==> config.mk <==
export PLATFORM = sky130hd
export DESIGN_NAME = fetch_queue
export DESIGN_NICKNAME = d
export VERILOG_FILES = /design/src/rtl/fetch_queue.sv
export SDC_FILE = /design/constraint.sdc
export NUM_CORES = 1
export LEC_CHECK = 0
export CORE_MARGIN = 4
export CORE_UTILIZATION = 50
export CTS_CLUSTER_SIZE = 8
export DETAILED_ROUTE_END_ITERATION = 10
export HOLD_SLACK_MARGIN = 0.12
export PLACE_DENSITY = 0.69
export SETUP_SLACK_MARGIN = 0.2
export SLEW_MARGIN = 0
export SYNTH_ARGS = -nofsm -noshare
export SYNTH_HDL_FRONTEND = slang
export SYNTH_SLANG_ARGS = --single-unit
==> constraint.sdc <==
create_clock -name clock -period 16.35 [get_ports clock]
set_input_delay 3.27 -clock clock [delete_from_list [all_inputs] [get_ports clock]]
set_output_delay 3.27 -clock clock [all_outputs]
set_load 0.02 [all_outputs]
==> src/rtl/fetch_queue.sv <==
// Instruction fetch queue: presents a line-aligned lookup address to the I-cache,
// splits each 64-bit hit line into two instructions and buffers them with their PCs.
module fetch_queue #(
    parameter int          QUEUE_DEPTH = 8,
    parameter logic [31:0] NOOP_INST   = 32'h47FF041F
) (
    input  logic                           clock,
    input  logic                           reset,
    input  logic [63:0]                    Icache_data_out,
    input  logic                           Icache_valid_out,
    input  logic                           rollback_en,
    input  logic [63:0]                    rollback_pc,
    input  logic                           dispatch_en,
    output logic [63:0]                    proc2Icache_addr,
    output logic [31:0]                    inst_out,
    output logic [63:0]                    inst_pc_out,
    output logic                           inst_valid_out,
    output logic [$clog2(QUEUE_DEPTH):0]   queue_count
);

    localparam int PTR_W = $clog2(QUEUE_DEPTH);
    localparam int CNT_W = PTR_W + 1;

    logic [63:0]      fetch_pc;
    logic [PTR_W-1:0] head;
    logic [PTR_W-1:0] tail;
    logic [CNT_W-1:0] count;
    logic [31:0]      inst_mem [QUEUE_DEPTH];
    logic [63:0]      pc_mem   [QUEUE_DEPTH];

    logic [CNT_W-1:0] n_enq;
    logic [CNT_W-1:0] room;
    logic [CNT_W-1:0] tail_sum;
    logic [PTR_W-1:0] tail_plus1;
    logic             enq;
    logic             deq;

    // Room check deliberately uses the pre-dequeue count (conservative).
    always_comb begin
        n_enq      = fetch_pc[2] ? CNT_W'(1) : CNT_W'(2);
        room       = CNT_W'(QUEUE_DEPTH) - count;
        enq        = Icache_valid_out && !rollback_en && (room >= n_enq);
        deq        = dispatch_en && (count != '0) && !rollback_en;
        tail_sum   = {1'b0, tail} + n_enq;
        tail_plus1 = tail + PTR_W'(1);
    end

    always_ff @(posedge clock) begin
        if (reset) begin
            fetch_pc <= '0;
            head     <= '0;
            tail     <= '0;
            count    <= '0;
            for (int i = 0; i < QUEUE_DEPTH; i++) begin
                inst_mem[i] <= '0;
                pc_mem[i]   <= '0;
            end
        end else if (rollback_en) begin
            fetch_pc <= {rollback_pc[63:2], 2'b00};
            head     <= '0;
            tail     <= '0;
            count    <= '0;
        end else begin
            if (enq) begin
                if (fetch_pc[2]) begin
                    inst_mem[tail] <= Icache_data_out[63:32];
                    pc_mem[tail]   <= fetch_pc;
                end else begin
                    inst_mem[tail]       <= Icache_data_out[31:0];
                    pc_mem[tail]         <= fetch_pc;
                    inst_mem[tail_plus1] <= Icache_data_out[63:32];
                    pc_mem[tail_plus1]   <= fetch_pc + 64'd4;
                end
                tail     <= tail_sum[PTR_W-1:0];
                fetch_pc <= {fetch_pc[63:3] + 61'd1, 3'b000};
            end
            if (deq) begin
                head <= head + PTR_W'(1);
            end
            count <= count + (enq ? n_enq : '0) - (deq ? CNT_W'(1) : '0);
        end
    end

    always_comb begin
        proc2Icache_addr = {fetch_pc[63:3], 3'b000};
        inst_valid_out   = (count != '0);
        queue_count      = count;
        inst_out         = inst_valid_out ? inst_mem[head] : NOOP_INST;
        inst_pc_out      = inst_valid_out ? pc_mem[head]   : 64'd0;
    end

endmodule

======== Word-level counts from Yosys, hierarchy flattened ========
Memory sizes are Yosys's and may differ from the RTL's. A register that Yosys moved wholly into a read port is not among the register bits.
Cells that the tools add are included.
W data, S select, Z words.
word-level totals
  bits in latches ......................... 0
  flip-flop bits (word level) ............. 72
  memories ................................ 2
  input port bits ......................... 133
  bits in writable memories ............... 768
  output and inout port bits .............. 165
  word-level logic and storage cells ...... 66
  memory bits (read-only) ................. 0
operators by class
  equal/unequal tests ..................... 0
  multipliers ............................. 0
  mux-type cells .......................... 37
  reduce and logical (&&, ||, !) cells .... 12
  bitwise operators ....................... 2
  divide/modulo/power cells ............... 0
  add/subtract/negate cells ............... 8
  $lt $le $gt $ge ......................... 1
  shift-type cells ........................ 0
memory list
  name      depth  width  read ports  clocked after Yosys merged registers in  write ports  line  source
  pc_mem    8      64     1           1                                        8            29    logic [63:0] pc_mem [QUEUE_DEPTH];
  inst_mem  8      32     1           1                                        8            28    logic [31:0] inst_mem [QUEUE_DEPTH];
operators by type and width
  cell                     number
  $mux W64                 6
  $mux W32                 4
  $reduce_or A64 Y1        2
  $add A64 B3 Y64 const B  1
  $reduce_or A32 Y1        2
  $add A61 B1 Y61 const B  1
  $mux W3                  8
  $mux W1                  17
  $add A3 B1 Y3 const B    2
  $add A4 B2 Y4            1
  $ge A4 B2 Y1             1
  $logic_and A1 B1 Y1      4
  $mux W2                  2
  $reduce_bool A4 Y1       1
  $sub A4 B1 Y4            1
  $sub A4 B4 Y4 const A    1
  $add A3 B2 Y3            1
  $or A1 B1 Y1             2
  $reduce_bool A2 Y1       1
  $reduce_or A2 Y1         1
  $logic_not A1 Y1         1

======== Logic depth before layout (Yosys ltp) ========
  depth after elaboration ................. 10
  depth in mapped cells ................... 16

======== Least setup slack after synthesis ========
Ideal clock, no wire load.
  kind .................................... input port to flip-flop
  start point ............................. in rollback_en
  end point ............................... mem inst_mem[7][0] (enable)
  arrival ................................. 7.017 ns
  data required time ...................... 15.894 ns
  setup time .............................. 0.456 ns
  slack ................................... 8.877 ns
  buffers on the path ..................... 3
  stages .................................. 8
  cell sequence ........................... clkbuf_1 > nor4bb_1 > clkbuf_1 > nand2_1 > a211oi_1 > nor2_1 > clkbuf_1 > nand2_1
RTL lines
  element          line  source
  start, declared  11    input logic rollback_en,
  end, declared    28

==> impl_metrics.toml <==
[power_and_ir_drop]
p_seq_share_pct = 43.2
power.total_mw = 5.859
power.density_nw_per_um2 = 117.2
p_switching_mw = 1.749
intPower_mw = 4.110
max-vdd-ir-drop_mv = 0.1335
pwr-share-clk_pct = 36.8
leakage_nw = 16.17
p_sw_share_pct = 29.86
pwr-share-comb_pct = 20.0

[timing]
tightest_slew_ns = 1.254
fin_crit_sh_pct = 48.32
final.setup.tns_ns = 0
relSlewSlack_pct = 16.05
setup_viol = 0
fin_crit_ns = 7.901
fmax_ghz = 0.1266
maxSlewViolCount = 0
rsz0062_at_grt = "false"
finalHoldViolations = 0
finalClockSkew_ns = 0.08095

[place]
dp_cells = 4609
finalWeightedCongestion = 0.9096
port_buffers = 290
dpl_cell_area_um2 = 46810
place_hpwl_um = 84670

[worst_setup_path]
r2r_end = "pc_mem[7][10]"
rrSetupSlack_ns = 10.98
crit_chain = "buf_4 > buf_4 > mux4_2 > mux2i_1 > nor2_1 > clkdlybuf4s50_1"
reg2regPathDepth = 11
arrival_ns = 4.63
cp_data_required_time_ns = 13.08
r2r-start = "fetch_pc[2]"
cp_slowest_cell = "buf_4"
worstPathMaxFanout = 67
cpPeakStageDelay_ns = 0.90
path_class = "flop to primary output"
cp-end-kind = "primary output"
startpoint_type = "flop"
critical_path.top_delay_family = "buffers and inverters"
path_buf_inv = 3
worst_path_most_repeated_cell = "buf_4"

[clocking]
cts_setup_buffers = 0
clk_pin_slew_worst_paths_ns = 0.05
cts.sinks = 827
root_buffer = "clkbuf_16"
clk_path_buf_depth = 3
htree_levels = 3
cts_tree = "built"
clock_latency_ns = 0.72
numCtsBuffers = 113
hold_buffers = 0
post_cts_resized = 0

[die]
dieArea_um2 = 91550
rows = 107
dieWidth_um = 302.6
die_h_um = 302.6
initial_core_util_pct = 50.64
num_io_pins = 298
core_um2 = 85680

[global_route]
grt_pass1_wl_um = 216100
antenna_found_initial = 7
grt_start_max_net_pins = 108
first_global_vias = 32720
grt_overflow = 0
track_usage_pct = 32.20

[hold_path]
min_path_type = "flop to flop"
holdPathStages = 2
min-delay-start = "head[1]"

[synthesis]
ys_seq_area_share_pct = 55.50
synth_cells = 3547
synth_seq_cells = 827
synth-edff-count = 752
ys.flop_type = "edfxtp_1"
yosys_warnings = 0
syn_avg_cell_area_um2 = 12.23
syn_area_um2 = 43390
yosysUniqueCellTypes = 74
synthArstFlopShare_pct = 0

[job]
drv_cap = 0

[finish]
final-seq-area_um2 = 24090
final_area_um2 = 49990
multi_input_comb_area_um2 = 17510
fin_cells = 4781
area_growth_pct = 15.21
final_cell_mix = "edfxtp_1, o21ai_0, a22o_1"
fill_cells = 6800
final_common_cell = "edfxtp_1"
fin_nets = 3729
drive_gt1_share_pct = 13.61
final_util_pct = 58.34

[detailed_routing]
via_count = 33130
viasPerCell = 6.930
wire_per_inst_um = 31.46
drt-total-wl_um = 150400
postRouteAntennaNets = 0
drc = 0
drt-initial-drc-count = 4795
drtPass1Iterations = 6

[outcome]
status = "finished clean"
==> registers in the layout (all words and copies together) (netlist names), named ones only <==
name and flops:
tail 3, pc_mem 496, fetch_pc 62, queue_count 4, head 3, inst_mem 256
==> layer usage <==
layer | up-vias | GRT usage [%] | share of wire [%]
li1 | 13730 | - | -
met1 | 16190 | 41.52 | 35
met2 | 2627 | 50.23 | 46
met3 | 582 | 8.157 | 13
met4 | 4 | 17.77 | 6.1
met5 | - | 0 | 0.025
==> how the worst max path moves through the flow <==
| stage | start | to | slack, ns | cells after the start |
|---|---|---|---|---|
| 6_report | flop | inst_pc_out[42] | 8.45 | 6 |
| 5_1_grt | flop | inst_pc_out[28] | 8.27 | 5 |
| 4_1_cts | flop | inst_pc_out[42] | 8.42 | 6 |
| 3_5_place_dp | Icache_valid_out | inst_mem[7][29] | 8.33 | 11 |
| 3_3_place_gp | Icache_valid_out | inst_mem[7][22] | 8.36 | 11 |
| 2_1_floorplan | rollback_en | inst_mem[7][0] | 8.88 | 8 |
==> cell type report <==
type,count,area share (%)
multi-input cells,2215,35.03
inverters,35,0.2653
clock buffers,157,5.987
well taps,1144,2.863
repair buffers,388,7.283
flip-flops and latches,827,48.20
diodes,7,0.03504
clock inverters,8,0.3404
==> Yosys cell counts, types with 8 or more instances <==
library cell	count	area, um^2
ha_1	14	175.2
a21oi_1	76	380.4
and4_1	12	105.1
buf_1	94	352.8
mux4_2	188	4234
o21ai_0	302	1511
a211oi_1	24	180.2
xor2_1	25	219.0
or3_1	16	100.1
o21ai_1	10	50.05
clkbuf_1	274	1028
inv_1	30	112.6
a311oi_1	20	175.2
or4_1	16	120.1
nand4_1	49	306.5
buf_4	67	503.0
nor3_1	40	200.2
and3_1	16	100.1
nand2_1	272	1021
nor2b_1	163	1020
o31ai_1	9	67.56
buf_2	36	180.2
nor2_1	165	619.3
o211ai_1	16	120.1
nor4_1	15	93.84
a22o_1	301	2636
a2111oi_0	10	87.58
xnor2_1	20	175.2
a31oi_1	112	700.7
mux2i_1	102	1021
o2111a_1	8	90.09
a21o_1	25	187.7
dfxtp_1	75	1501
and2_1	15	93.84
nand3_1	76	380.4
edfxtp_1	752	22580
==> kinds of logic (layout without fill, tap and decap cells) <==
group           after synthesis  in the layout  synth area share, %
mux                         290            290                12.11
buf+inv                     509            588                5.110
flops                       827            827                55.50
compound gates              970            970                15.44
fa+ha+maj                    16             16               0.4960
simple gates                889            889                10.42
other cells                   1             12             0.008643
xor+xnor                     45             45               0.9084
==> worst register-to-register path, stage by stage, from the launching register on <==
cell and delay (ns):
dfxtp_1 0.77, buf_4 0.37, ha_1 0.27, nand2b_1 0.20
a211oi_4 0.25, buf_4 0.63, a211oi_4 0.15, buf_4 0.34
nor2_2 0.15, buf_4 0.44, nand2_4 0.70, buf_4 0.69
==> power groups by stage <==
stage | logic (mW) | registers [mW] | clock network (mW)
2_1_floorplan | 0.681 | 2.52 | 0
3_3_place_gp | 1.15 | 2.56 | 0
3_5_place_dp | 1.15 | 2.57 | 0
4_1_cts | 1.16 | 2.53 | 2.16
5_1_grt | 1.22 | 2.54 | 2.26
6_report | 1.17 | 2.53 | 2.16
==> through the flow <==
stage	worst slack (ns)	hold slack [ns]
finish	8.449	0.4795
CTS	8.421	0.4776
detailed placement	8.329	0.4703
global route	8.266	0.5046
floorplan	8.877	0.4541
global placement	8.362	0.4593
No activity file was read; power rests on OpenSTA's default activity.
